==> src/rtl/pipe_ctrl_pkg.sv <==
// Shared constants and types for the pipeline hazard controller.
// Forwarding select encodings and divider FSM state.
package pipe_ctrl_pkg;

  localparam logic [1:0] FWD_NONE = 2'b00;
  localparam logic [1:0] FWD_MEM  = 2'b01;
  localparam logic [1:0] FWD_WB   = 2'b10;

  typedef enum logic [1:0] {
    IDLE,
    RUN,
    DONE
  } div_state_t;

endpackage

==> src/rtl/div_stall_fsm.sv <==
// Multi-cycle divider interlock: holds E for DIV_CYCLES cycles,
// then releases the divide in DONE once the data cache is quiet.
module div_stall_fsm
  import pipe_ctrl_pkg::*;
#(
  parameter int DIV_CYCLES = 32,
  parameter int CNT_W      = $clog2(DIV_CYCLES)
) (
  input  logic clk,
  input  logic resetn,
  input  logic div_startE,
  input  logic d_cache_stall,
  input  logic abort,
  output logic div_stall,
  output logic div_busy
);

  div_state_t       r_state;
  logic [CNT_W-1:0] r_cnt;
  logic             w_accept;

  assign w_accept = (r_state == IDLE) && div_startE
                  && !d_cache_stall && !abort;

  // The accept cycle itself is the first stalled cycle.
  always_ff @(posedge clk or negedge resetn) begin
    if (!resetn) begin
      r_state <= IDLE;
      r_cnt   <= '0;
    end else if (abort) begin
      r_state <= IDLE;
      r_cnt   <= '0;
    end else begin
      unique case (r_state)
        IDLE: begin
          if (w_accept) begin
            r_state <= RUN;
            r_cnt   <= CNT_W'(DIV_CYCLES - 2);
          end
        end
        RUN: begin
          if (r_cnt == '0) r_state <= DONE;
          else             r_cnt   <= r_cnt - 1'b1;
        end
        DONE: begin
          if (!d_cache_stall) r_state <= IDLE;
        end
        default: r_state <= IDLE;
      endcase
    end
  end

  assign div_stall = w_accept || (r_state == RUN);
  assign div_busy  = (r_state != IDLE);

endmodule

==> src/rtl/hazard_ctrl.sv <==
// Pipeline hazard controller: forwarding, interlocks,
// divider stall and precise exception flush for the 5-stage core.
module hazard_ctrl
  import pipe_ctrl_pkg::*;
#(
  parameter int REG_AW     = 5,
  parameter int DIV_CYCLES = 32,
  parameter int CNT_W      = $clog2(DIV_CYCLES)
) (
  input  logic              clk,
  input  logic              resetn,
  input  logic              i_cache_stall,
  input  logic              d_cache_stall,
  input  logic [REG_AW-1:0] rsD,
  input  logic [REG_AW-1:0] rtD,
  input  logic [REG_AW-1:0] rsE,
  input  logic [REG_AW-1:0] rtE,
  input  logic              branchD,
  input  logic              reg_write_enE,
  input  logic              reg_write_enM,
  input  logic              reg_write_enW,
  input  logic [REG_AW-1:0] reg_writeE,
  input  logic [REG_AW-1:0] reg_writeM,
  input  logic [REG_AW-1:0] reg_writeW,
  input  logic              mem_read_enE,
  input  logic              mem_read_enM,
  input  logic              div_startE,
  input  logic              flush_excM,
  output logic              stallF,
  output logic              stallD,
  output logic              stallE,
  output logic              stallM,
  output logic              stallW,
  output logic              flushF,
  output logic              flushD,
  output logic              flushE,
  output logic              flushM,
  output logic [1:0]        forward_aE,
  output logic [1:0]        forward_bE,
  output logic              forward_aD,
  output logic              forward_bD,
  output logic              div_busy
);

  function automatic logic hit(
    input logic [REG_AW-1:0] a,
    input logic [REG_AW-1:0] b
  );
    return (a != '0) && (a == b);
  endfunction

  function automatic logic [1:0] fwd_e(
    input logic [REG_AW-1:0] src
  );
    if (reg_write_enM && hit(src, reg_writeM)) return FWD_MEM;
    if (reg_write_enW && hit(src, reg_writeW)) return FWD_WB;
    return FWD_NONE;
  endfunction

  logic       r_pend_exc;
  logic       w_exc;
  logic       w_lu;
  logic       w_div_stall;
  logic       w_e_hit;
  logic       w_m_hit;
  logic [4:0] w_st;
  logic [3:0] w_fl;

  assign forward_aE = fwd_e(rsE);
  assign forward_bE = fwd_e(rtE);
  assign forward_aD = reg_write_enM && !mem_read_enM
                    && hit(rsD, reg_writeM);
  assign forward_bD = reg_write_enM && !mem_read_enM
                    && hit(rtD, reg_writeM);

  assign w_e_hit = hit(rsD, reg_writeE) || hit(rtD, reg_writeE);
  assign w_m_hit = hit(rsD, reg_writeM) || hit(rtD, reg_writeM);
  assign w_lu    = (mem_read_enE && w_e_hit)
                 || (branchD && ((reg_write_enE && w_e_hit)
                              || (mem_read_enM && w_m_hit)));

  // An exception seen under a D-cache stall is held until it drains.
  always_ff @(posedge clk or negedge resetn) begin
    if (!resetn)            r_pend_exc <= 1'b0;
    else if (d_cache_stall) r_pend_exc <= r_pend_exc | flush_excM;
    else                    r_pend_exc <= 1'b0;
  end

  assign w_exc = (flush_excM || r_pend_exc) && !d_cache_stall;

  div_stall_fsm #(
    .DIV_CYCLES(DIV_CYCLES),
    .CNT_W     (CNT_W)
  ) u_div (
    .clk          (clk),
    .resetn       (resetn),
    .div_startE   (div_startE),
    .d_cache_stall(d_cache_stall),
    .abort        (w_exc),
    .div_stall    (w_div_stall),
    .div_busy     (div_busy)
  );

  always_comb begin
    w_st = '0;
    w_fl = '0;
    if (resetn) begin
      if (d_cache_stall) begin
        w_st = 5'b11111;
      end else if (w_exc) begin
        w_fl = 4'b1111;
      end else if (w_div_stall) begin
        w_st = 5'b11100;
        w_fl = 4'b0001;
      end else if (w_lu) begin
        w_st = 5'b11000;
        w_fl = 4'b0010;
      end else if (i_cache_stall) begin
        w_st = 5'b10000;
        w_fl = 4'b0100;
      end
    end
  end

  assign {stallF, stallD, stallE, stallM, stallW} = w_st;
  assign {flushF, flushD, flushE, flushM}         = w_fl;

endmodule

==> config.mk <==
export PLATFORM = sky130hd
export DESIGN_NAME = hazard_ctrl
export DESIGN_NICKNAME = d
export VERILOG_FILES = /design/src/rtl/pipe_ctrl_pkg.sv /design/src/rtl/div_stall_fsm.sv /design/src/rtl/hazard_ctrl.sv
export SDC_FILE = /design/constraint.sdc
export NUM_CORES = 1
export LEC_CHECK = 0
export ABC_AREA = 1
export BUFFER_PORTS_ARGS = -buffer_cell sky130_fd_sc_hd__buf_2
export CAP_MARGIN = 25
export CORE_AREA = 2 2 64 66
export DETAILED_ROUTE_END_ITERATION = 8
export DIE_AREA = 0 0 66 68
export PLACE_DENSITY_LB_ADDON = 0.15
export SLEW_MARGIN = 10
export SYNTH_ARGS = -nofsm -noshare
export SYNTH_HDL_FRONTEND = slang
export SYNTH_SLANG_ARGS = --single-unit
==> constraint.sdc <==
create_clock -name clk -period 1.1 [get_ports clk]
set_input_delay 0.11 -clock clk [delete_from_list [all_inputs] [get_ports clk]]
set_output_delay 0.11 -clock clk [all_outputs]
set_load 0.1 [all_outputs]
== Word level (Yosys, flattened, before mapping) ==
Cells that the tools add are included.
Word-level totals
  register bits: 8
  input port bits: 47
  output and inout port bits: 16
  logic and storage cells: 97
Cells by class
  add/sub/neg operators: 1
  equality and inequality tests: 14
  muxes and demuxes: 36
  bitwise operators: 1
  reductions and logical operators: 42
Operator list (number)
  two-way mux 5 bit: 9
  equality test 5 bit: 8
  two-way mux 2 bit: 12
  logical AND 1 bit: 23
  nonzero test 5 bit: 4
  two-way mux 4 bit: 3
  case mux 5 bit (2 select lines): 1
  two-way mux 3 bit: 3
  two-way mux 1 bit: 7
  logical OR 1 bit: 6
  inequality test 3 x 1 -> 1 bit, second input constant: 2
  inequality test 3 x 2 -> 1 bit, second input constant: 2
  case mux 2 bit (3 select lines): 1
  AND reduction 3 bit: 2
  logical NOT 5 bit: 1
  subtractor 5 x 1 -> 5 bit, second input constant: 1
  logical NOT 1 bit: 3
  nonzero test 3 bit: 1
  equality test 2 x 1 -> 1 bit, second input constant: 1
  equality test 2 bit, second input constant: 1
  logical NOT 2 bit: 1
  nonzero test 2 bit: 1
  OR 1 bit: 1

== Logic depth before layout (Yosys ltp) ==
Gate-level depths: netlist of run 1.
  word-level depth: 12
  depth in mapped cells: 11
  depth with buffers taken out: 11

== Cells and area by module ==
From an unflattened synthesis of run 1, not the netlist that was laid out.
Unflattened totals
  cell total of the unflattened synthesis: 223
  area, all modules: 1267.5 um^2
Modules (own cells, without submodules)
  hazard_ctrl: times used 1, cells each 165, area an instance 857.1 um^2, seq. area each 25.0 um^2
  div_stall_fsm: times used 1, cells each 58, area an instance 410.4 um^2, seq. area each 175.2 um^2

== Worst setup path before layout of run 1 ==
Ideal clock, no wire load.
  path type: input to output
  start point: in reg_writeM[0]
  end point: out forward_aE[1]
  arrival: 4945 ps
  data required time: 990 ps
  slack: -3955 ps
  cell stages on the path: 5
  path buffers: 0
  cell sequence: inv_1 > nand2_1 > o21ai_0 > nor4_1 > nor2_1
Between the ends
  longest elaborated chain between the ends: 5
Ends and longest elaborated chain
  start: declaration: line hazard_ctrl.sv:23  | input logic [REG_AW-1:0] reg_writeM,
  equality test 5 bit: line hazard_ctrl.sv:49  | return (a != '0) && (a == b);
  logical AND 1 bit: line hazard_ctrl.sv:49
  logical AND 1 bit: line hazard_ctrl.sv:55  | if (reg_write_enM && hit(src, reg_writeM)) return FWD_MEM;
  two-way mux 1 bit: line hazard_ctrl.sv:55
  two-way mux 2 bit: line hazard_ctrl.sv:56  | if (reg_write_enW && hit(src, reg_writeW)) return FWD_WB;
  end: declaration: line hazard_ctrl.sv:38  | output logic [1:0] forward_aE,
Every way passes these cells.

== Worst setup path in the final report of run 1 ==
  start point: reg u_div.r_state[0]
  end point: out stallF
Between the ends
  longest elaborated chain between the ends: 9
  elaborated cells on any way between the ends: 10
  those cells by class: eq/ne: 1; mux: 4; reduce/logical: 5
Ends and longest elaborated chain
  start: declaration: line div_stall_fsm.sv:18  | div_state_t r_state;
  start signal: assignment: line div_stall_fsm.sv:28  | r_state <= IDLE;
  start signal: assignment: line div_stall_fsm.sv:31  | r_state <= IDLE;
  start signal: assignment: line div_stall_fsm.sv:37  | r_state <= RUN;
  logical NOT 2 bit: line div_stall_fsm.sv:22  | assign w_accept = (r_state == IDLE) && div_startE
  logical AND 1 bit: line div_stall_fsm.sv:22
  logical AND 1 bit (2 in a row): line div_stall_fsm.sv:23  | && !d_cache_stall && !abort;
  logical OR 1 bit (*): line div_stall_fsm.sv:53  | assign div_stall = w_accept || (r_state == RUN);
  two-way mux 5 bit (*): line hazard_ctrl.sv:112  | end else if (w_div_stall) begin
  two-way mux 5 bit (*): line hazard_ctrl.sv:110  | end else if (w_exc) begin
  two-way mux 5 bit (*): line hazard_ctrl.sv:108  | if (d_cache_stall) begin
  two-way mux 5 bit (*): line hazard_ctrl.sv:107  | if (resetn) begin
  end: declaration: line hazard_ctrl.sv:29  | output logic stallF,
Mark *: on every way between the ends. The rest lies on a longest branch, timed or not.

==> results of run 1 <==
## cell usage after synthesis, types with 3 or more instances
cell / n / share of area, %
a21oi_1: 3 / 1.2
xnor2_1: 15 / 10
nand2_2: 3 / 1.5
nand3_1: 10 / 3.9
nand2_1: 55 / 16
inv_1: 36 / 11
nor2_1: 28 / 8.3
nor3_1: 5 / 2.0
o21ai_0: 10 / 3.9
xor2_1: 11 / 7.6
dfrtp_1: 8 / 16
## what timing repair did
item                                    in CTS  in global routing
endpoints found under the hold margin        8                  0
hold buffers                                 1                  0
gates resized for setup                     70                 14
pin swaps                                   19                 13
endpoints found under the setup margin      21                 21
cloned                                       0                  0
setup buffers                               11                  5
## sequential cells by signal, summed over array words and instances (netlist names)
register       cells
r_pend_exc         1
u_div.r_cnt        5
u_div.r_state      2
## metrics by stage
step / worst slack (ps) / TNS [ps] / area, sq um / cells
finish: -613 / -7860 / 2900 / 381
global route: -673 / -9090 / 2900 / 381
CTS: -606 / -6460 / 2830 / 377
detailed placement: -369 / -4750 / 2480 / 364
global placement: -339 / -4390 / 2480 / 364
floorplan: -879 / -6410 / 1560 / 213
## final cells by class
class	instances	area share, %
clock buffers	3	1.42
inverters	38	6.38
multi-input cells	166	43.4
flip-flops and latches	8	6.89
well taps	50	2.15
repair buffers	116	39.7
## kinds of logic after synthesis
| kind of cell | after synthesis |
|---|---|
| AND/OR/NAND/NOR | 112 |
| XOR/XNOR | 26 |
| adder cells (fa/ha/maj) | 2 |
| flip-flops | 8 |
| AO/OA/AOI/OAI | 26 |
| buffers and inverters | 39 |
## power groups by stage
| stage | Sequential, mW | Combinational [mW] | Clock (mW) |
|---|---|---|---|
| floorplan | 0.498 | 1.64 | 0 |
| global route | 0.514 | 3.53 | 0.376 |
| CTS | 0.493 | 3.07 | 0.359 |
| finish | 0.498 | 3.31 | 0.353 |
| detailed placement | 0.493 | 2.66 | 0 |
| global placement | 0.491 | 2.63 | 0 |
## worst min-delay path: stages
cell	delay, ps
buf_2	120
nand3_4	70
buf_4	130
nand2_2	70
## per-layer routing
metal / vias up / track usage [%] / routed length (um)
met5: - / 0 / 0
met4: 0 / 6.12 / 89
met3: 10 / 1.81 / 184
met2: 49 / 42.8 / 2540
met1: 818 / 24.7 / 1910
li1: 912 / - / -
## cells in the final DEF (no fill, tap or decap), drive strengths merged
cell type and n:
buf 115, inv 37, ha 2, xor2 11
o2111ai 2, clkinvlp 1, nand2 59, nor4 2
nor3 5, o22ai 1, clkbuf 3, a211oi 1
a21oi 4, o21ai 13, dlygate4sd3 1, nor2 31
o32ai 1, a31oi 1, nand3 12, o211ai 2
or2 1, xnor2 15, a21o 1, dfrtp 8
nand4 2
## how the worst max path moves through the flow
stage                                to  slack, ps
final                            stallF       -610
after global routing             flushD       -670
after CTS                        stallF       -610
after detailed placement         stallF       -370
after global placement           stallF       -340
after floorplan           forward_aE[1]       -880
==> key figures, run 1 <==
Clock network
  • Clock Latency Late Sink: 230 ps
  • Num CTS Buffers: 3
  • Clock sink total: 8
  • Clock Path Buffers: 2
  • H-tree depth: 1
  • CTS tree: done
  • Clk root buf: clkbuf_8
  • CTS clk-pin slew, worst paths: 40 ps

STA
  • Post-route clock period utilization: 156%
  • Layout Skew: 1.26 ps
  • RSZ-0062 raised after global routing: yes
  • Slew Limit Fails: 0
  • Final setup margin: -613 ps
  • Max Fclk: 584 MHz
  • Hold slack: 316 ps
  • Final Hold Vio Count: 0
  • Slew HR: 72.3%
  • Min cycle time layout: 1710 ps
  • Final setup vio count: 21
  • Slew @ Worst Pin: 414 ps

Detailed routing
  • Residual DRC: 0
  • Vias: 1789
  • DRT antenna net count: 0
  • Initial DRC count: 30
  • Vias/cell: 4.70
  • TritonRoute pass-1 iters: 4
  • Drt wl/cell: 12.4 um
  • Routed wire length: 4730 um

Hold path
  • Min-Delay Path Depth: 4
  • WHS Endpoint: u_div.r_state[0]
  • HP Class: in -> reg
  • Worst Min Path Start: div_startE

Global route
  • Largest net degree at the start of global routing: 9
  • Gr usage total: 21.6%
  • Vias in the first global route: 1768
  • Global route overflow: 0
  • Global-route wire length before repair: 7620 um
  • Initial antenna violation count: 0

Logic synthesis
  • Largest family of logic cells by synthesized area: simple AND/OR/NAND/NOR gates
  • Post-Synthesis Cells: 213
  • Mux contribution to synthesized area: 0%
  • Seq/Total Area, Yosys: 15.7%
  • Syn_nets: 262
  • Synth Area in Adders: 1.96%
  • Syn Area/Cell: 5.98 sq um
  • #FFs+latches synth: 8
  • Synth unique cells: 32
  • Number of flops mapped to enable cells by yosys: 0
  • Synth Area in Simple Gates: 38.6%
  • Post-Synth XOR/XNOR Area: 17.9%
  • Top_reg_cell synth: dfrtp_1
  • Synth async-reset ratio: 100%
  • Number of warnings issued by yosys: 0
  • Post-synthesis compound-gate area fraction: 13.9%
  • Mapped cell area: 1270 sq um

Power
  • Internal: 2.16 mW
  • Psw: 2.00 mW
  • Lkg Pwr: 1.44 nW
  • Peak supply drop: 833 uV
  • Sequential share of power: 12.0%
  • Clock network power share: 8.5%
  • Net Sw Frac: 48.0%
  • Design Power: 4.16 mW
  • Comb pwr share: 79.5%
  • Pwr dens: 1430 nW/um^2

Critical path
  • Cell depth of the worst setup path: 10
  • CP max stage delay: 400 ps
  • Critical Path Fanout Max: 3
  • Crit path from: u_div.r_state[0]
  • Critical R2R Launch: u_div.r_state[1]
  • Crit path DAT: 1600 ps
  • Startpoint Class: flip-flop
  • Most frequent CP cell: nor2_4
  • Cells on worst reg2reg path: 10
  • Critical path's top delay family: simple AND/OR/NAND/NOR gates
  • Worst setup EP type: output port
  • CP max stage cell: dfrtp_1
  • WP data required: 990 ps
  • R2r endpoint: u_div.r_cnt[0]
  • WP buf/inv: 3
  • Critical path class: reg -> out
  • Reg2Reg Setup Slack: -520 ps
  • CP Cell Sequence: inv_2 > nand2_8 > nor2_4 > nand3_4 > nand2_4 > inv_4 > nand3_4 > nor2_4 > nor2_4 > buf_12

Floorplanning
  • Core footprint: 3860 sq um
  • Die width: 66 um
  • Floorplan row count: 23
  • I/O pins: 63
  • Initial Util: 33.0%
  • Die height: 68 um
  • Die ar.: 4490 sq um

Place
  • GP Congestion: 0.830
  • HPWL after DPL: 3390 um
  • Buffers added on ports: 62

Flow run
  • Max capacitance violation total: 0

Layout
  • Area taken by multi-input logic gates: 1260 sq um
  • Share of cells above drive strength 1: 56.5%
  • Fillers: 265
  • Area Overhead vs Synth: 128%
  • Seq. cell area: 200 sq um
  • Total Nets Final: 382
  • Fin util: 75.3%
  • Ant diodes: 0

Outcome
  • Status: finished, violations left
  • Failing checks: negative setup slack
No activity file was read; power rests on OpenSTA's default activity.
==> run 2, diff against run 1 <==
--- a/config.mk
+++ b/config.mk
@@ -8,10 +8,11 @@
 export ABC_AREA = 1
 export BUFFER_PORTS_ARGS = -buffer_cell sky130_fd_sc_hd__buf_2
 export CAP_MARGIN = 25
-export CORE_AREA = 2 2 64 66
+export CORE_AREA = 2 2 60 62
 export DETAILED_ROUTE_END_ITERATION = 8
-export DIE_AREA = 0 0 66 68
+export DIE_AREA = 0 0 62 64
 export PLACE_DENSITY_LB_ADDON = 0.15
+export RECOVER_POWER = 50
 export SLEW_MARGIN = 10
 export SYNTH_ARGS = -nofsm -noshare
 export SYNTH_HDL_FRONTEND = slang
==> key figures, run 2 (same netlist as run 1, synthesis figures left out) <==
Outcome
  • Status: finished, violations left
  • Failing checks: negative setup slack

Clock network
  • Clock Path Buffers: 2
  • Num CTS Buffers: 3
  • Clock sink total: 8
  • Clk root buf: clkbuf_4
  • CTS clk-pin slew, worst paths: 60 ps
  • CTS tree: done
  • Clock Latency Late Sink: 270 ps
  • H-tree depth: 1

STA
  • Slew HR: 71.1%
  • Final setup vio count: 21
  • Slew Limit Fails: 0
  • Slew @ Worst Pin: 431 ps
  • Final Hold Vio Count: 0
  • RSZ-0062 raised after global routing: yes
  • Final setup margin: -702 ps
  • Min cycle time layout: 1800 ps
  • Post-route clock period utilization: 164%
  • Layout Skew: 9.94 ps
  • Hold slack: 378 ps
  • Max Fclk: 555 MHz
  • Setup_tns: -7860 ps

Layout
  • Fin area: 2870 sq um
  • Finished Layout Cells: 375
  • Largest register by flop count: u_div.r_cnt
  • Max reg flops: 5
  • Share of cells above drive strength 1: 56.2%
  • Leading registers by flop count: u_div.r_cnt x5, u_div.r_state x2, r_pend_exc x1
  • Most common cell after layout, fill and taps aside: buf_4
  • Ant diodes: 0
  • Area Overhead vs Synth: 126%
  • Most frequent cells in the layout: buf_4 (44), nand2_1 (41), buf_2 (28)
  • Total Nets Final: 380
  • Fillers: 144
  • Fin util: 87.5%

Floorplanning
  • Die width: 62 um
  • I/O pins: 63
  • Die ar.: 3970 sq um
  • Die height: 64 um
  • Initial Util: 38.8%
  • Core footprint: 3280 sq um
  • Floorplan row count: 21

Flow run
  • Max capacitance violation total: 0

Global route
  • Global-route wire length before repair: 7500 um
  • Gr usage total: 25.1%
  • Largest net degree at the start of global routing: 9
  • Global route overflow: 0
  • Vias in the first global route: 1793
  • Initial antenna violation count: 0

Detailed routing
  • Routed wire length: 6140 um
  • Vias: 2043
  • Initial DRC count: 122
  • Drt wl/cell: 16.4 um
  • TritonRoute pass-1 iters: 4
  • Residual DRC: 0
  • DRT antenna net count: 0
  • Vias/cell: 5.45

Place
  • GP Congestion: 0.808
  • Placed Instances: 362
  • Worst slack, placed: -361 ps
  • Placed Area: 2460 sq um
  • Buffers added on ports: 62
  • HPWL after DPL: 3540 um

Critical path
  • CP max stage cell: dfrtp_1
  • WP data required: 990 ps
  • Critical path class: reg -> out
  • Critical Path Fanout Max: 3
  • CP max stage delay: 410 ps
  • Startpoint Class: flip-flop
  • Worst setup EP type: output port
  • Crit path DAT: 1690 ps
  • Most frequent CP cell: nor2_4
  • Cells on worst reg2reg path: 10
  • CP Cell Sequence: inv_2 > nand2_8 > nor2_4 > nand3_4 > nand2_4 > inv_2 > nand3_4 > nor2_4 > nor2_4 > buf_12

Hold path
  • Min-Delay Path Depth: 4
  • HP Class: in -> reg

Power
  • Lkg Pwr: 1.42 nW
  • Design Power: 4.24 mW
  • Peak supply drop: 1120 uV
  • Pwr dens: 1470 nW/um^2
run 2: changes by cell type in the layout (fill, tap and decap cells not counted), sizes merged:
| cell | previous run | this run |
|---|---|---|
| buf | 115 | 111 |
| clkbuf | 3 | 5 |
| clkinv | 0 | 1 |
| inv | 37 | 36 |
run 2: metal layers:
layer  global-route usage (%)  share of wire [%]  up-vias
met2                     47.1                 51      132
met3                     2.43                6.2       37
li1                         -                  -      918
met4                     7.71                4.8        0
met1                     28.1                 38      956
met5                        0                  0        -
run 2: final cells by class:
type | count | area [sq um] | area share, %
inverters | 38 | 190 | 6.62
multi-input cells | 166 | 1310 | 45.5
flip-flops and latches | 8 | 200 | 6.97
well taps | 46 | 57.6 | 2.00
clock buffers | 3 | 22.5 | 0.784
repair buffers | 114 | 1100 | 38.2
run 2: worst paths after layout:
| path | start | to | slack [ps] |
|---|---|---|---|
| worst min register to register | u_div.r_state[0] | u_div.r_state[1] | 540 |
| worst min-delay path | d_cache_stall | r_pend_exc | 380 |
| min in group asynchronous | resetn | r_pend_exc | 650 |
| worst max register to register | r_pend_exc | u_div.r_cnt[3] | -380 |
| max in group asynchronous | resetn | u_div.r_state[0] | 140 |
| worst max-delay path | u_div.r_state[1] | stallF | -700 |
run 2: power by group:
part | internal (mW) | switching (mW) | total [mW]
combinational | 1.55 | 1.95 | 3.50
sequential | 0.416 | 0.0790 | 0.495
clock | 0.126 | 0.115 | 0.241
run 2: critical path: cells and delay by family, from the launching register on:
family | cells | cell delay, ps
and+or+nand+nor | 7 | 640
buffers and inverters | 3 | 370
DFF | 1 | 410
run 2: timing repair:
item	in CTS	in global routing
setup buffers	6	5
resized for setup	61	29
hold buffers	1	0
endpoints found under the setup margin	21	21
pin swaps	8	8
endpoints found under the hold margin	8	0
==> run 3, diff against run 2 <==
==> constraint.sdc (replaced) <==
create_clock -name clk -period 1.7 [get_ports clk]
set_input_delay 0.17 -clock clk [delete_from_list [all_inputs] [get_ports clk]]
set_output_delay 0.17 -clock clk [all_outputs]
set_load 0.1 [all_outputs]
==> key figures, run 3 (same netlist as run 1, synthesis figures left out) <==
Layout
  • Seq. cell area: 200 sq um
  • Area taken by multi-input logic gates: 1130 sq um
  • Max reg flops: 5
  • Fillers: 288
  • Largest register by flop count: u_div.r_cnt
  • Most frequent cells in the layout: nand2_1 (49), buf_2 (47), inv_1 (28)
  • Share of cells above drive strength 1: 40.6%
  • Leading registers by flop count: u_div.r_cnt x5, u_div.r_state x2, r_pend_exc x1
  • Fin util: 65.5%
  • Total Nets Final: 339
  • Ant diodes: 0
  • Most common cell after layout, fill and taps aside: nand2_1
  • Area Overhead vs Synth: 68.9%

Global route
  • Global-route wire length before repair: 5820 um
  • Gr usage total: 18.4%
  • Largest net degree at the start of global routing: 9
  • Global route overflow: 0
  • Initial antenna violation count: 0
  • Vias in the first global route: 1416

Hold path
  • HP Class: in -> reg

STA
  • Final Hold Vio Count: 0
  • Final setup margin: -62.6 ps
  • Slew HR: 64.4%
  • Min cycle time layout: 1760 ps
  • Max Fclk: 567 MHz
  • Slew @ Worst Pin: 537 ps
  • Final setup vio count: 4
  • Slew Limit Fails: 0
  • Post-route clock period utilization: 104%
  • Setup_tns: -172 ps
  • Layout Skew: 7.41 ps
  • RSZ-0062 raised after global routing: yes

Floorplanning
  • Die height: 64 um
  • Floorplan row count: 21
  • Core footprint: 3280 sq um
  • Die ar.: 3970 sq um
  • I/O pins: 63
  • Die width: 62 um
  • Initial Util: 38.8%

Detailed routing
  • DRT antenna net count: 0
  • TritonRoute pass-1 iters: 5
  • Drt wl/cell: 10.7 um
  • Vias/cell: 4.66
  • Vias: 1556
  • Initial DRC count: 63
  • Residual DRC: 0
  • Routed wire length: 3560 um

Flow run
  • Max capacitance violation total: 0

Place
  • Buffers added on ports: 62
  • GP Congestion: 0.856
  • Worst slack, placed: 81.7 ps
  • HPWL after DPL: 3080 um

Clock network
  • Num CTS Buffers: 3
  • CTS clk-pin slew, worst paths: 60 ps
  • Clk root buf: clkbuf_4
  • H-tree depth: 1
  • Clock Path Buffers: 2
  • Clock sink total: 8
  • Clock Latency Late Sink: 260 ps
  • CTS tree: done

Power
  • Pwr dens: 901 nW/um^2
  • Lkg Pwr: 1.11 nW
  • Peak supply drop: 801 uV

Critical path
  • Worst setup EP type: output port
  • Critical path class: reg -> out
  • Critical Path Fanout Max: 3
  • Crit path DAT: 1590 ps
  • Startpoint Class: flip-flop
  • WP data required: 1530 ps

Outcome
  • Failing checks: negative setup slack
  • Status: finished, violations left
run 3: changes by cell type in the layout (fill, tap and decap cells not counted), sizes merged:
cell / delta
clkbuf: +1
inv: +2
clkinvlp: -1
buf: -42
clkinv: -1
run 3: worst max-delay path, stage by stage, from the launching register on:
cell     delay, ps
dfrtp_1        410
inv_2          110
nand2_8         60
nor2_4         110
nand3_2        100
nand2_4         90
inv_2           50
nand3_4         70
nor2_4          40
nor2_4         110
buf_12         180
run 3: path summary, 6_finish.rpt:
path                                   from                to  slack (ps)  cells after the start
max                        u_div.r_state[1]            stallF         -60                     10
min                              flush_excM        r_pend_exc         320                      4
max reg2reg                      r_pend_exc    u_div.r_cnt[2]         160                     11
min reg2reg                u_div.r_state[0]  u_div.r_state[1]         490                      1
max in group asynchronous            resetn    u_div.r_cnt[0]         930                      3
min in group asynchronous            resetn        r_pend_exc         490                      3
run 3: metal layers:
metal	routed length (um)	share of wire (%)	vias up	GRT usage (%)
met1	1590	45	676	24.2
met5	0	0	-	0
met2	1680	47	49	30.7
met4	59	1.7	0	3.72
met3	238	6.7	7	3.24
li1	-	-	824	-
run 3: power by group:
group	total [mW]	internal, mW	switching, mW	leakage (nW)
sequential	0.328	0.269	0.0592	0.101
clock	0.157	0.0815	0.0754	0.0138
combinational	1.45	0.521	0.932	0.990
run 3: per-stage QoR:
| stage | instance area [sq um] | power (mW) | hold WS (ps) | std cells |
|---|---|---|---|---|
| 2_1_floorplan | 1470 | 1.33 | -126 | 213 |
| 3_5_place_dp | 2070 | 1.67 | 102 | 325 |
| 5_1_grt | 2150 | 2.08 | 333 | 334 |
| 3_3_place_gp | 2070 | 1.66 | 104 | 325 |
| 6_report | 2150 | 1.94 | 317 | 334 |
| 4_1_cts | 2140 | 1.89 | 303 | 332 |
run 3: cell type report:
type                            count  area share [%]
Sequential cell                     8            9.31
Multi-Input combinational cell    166            52.4
Timing Repair Buffer               73            26.9
Clock buffer                        3            1.05
Inverter                           38            7.74
Tap cell                           46            2.68
run 3: timing repair:
item | 4_1_cts | 5_1_grt
gates cloned | 0 | 0
gates resized for setup | 6 | 4
hold endpoints to repair | 8 | 0
pin swaps | 7 | 5
setup buffers | 3 | 2
hold buffers | 1 | 0
endpoints found under the setup margin | 6 | 6
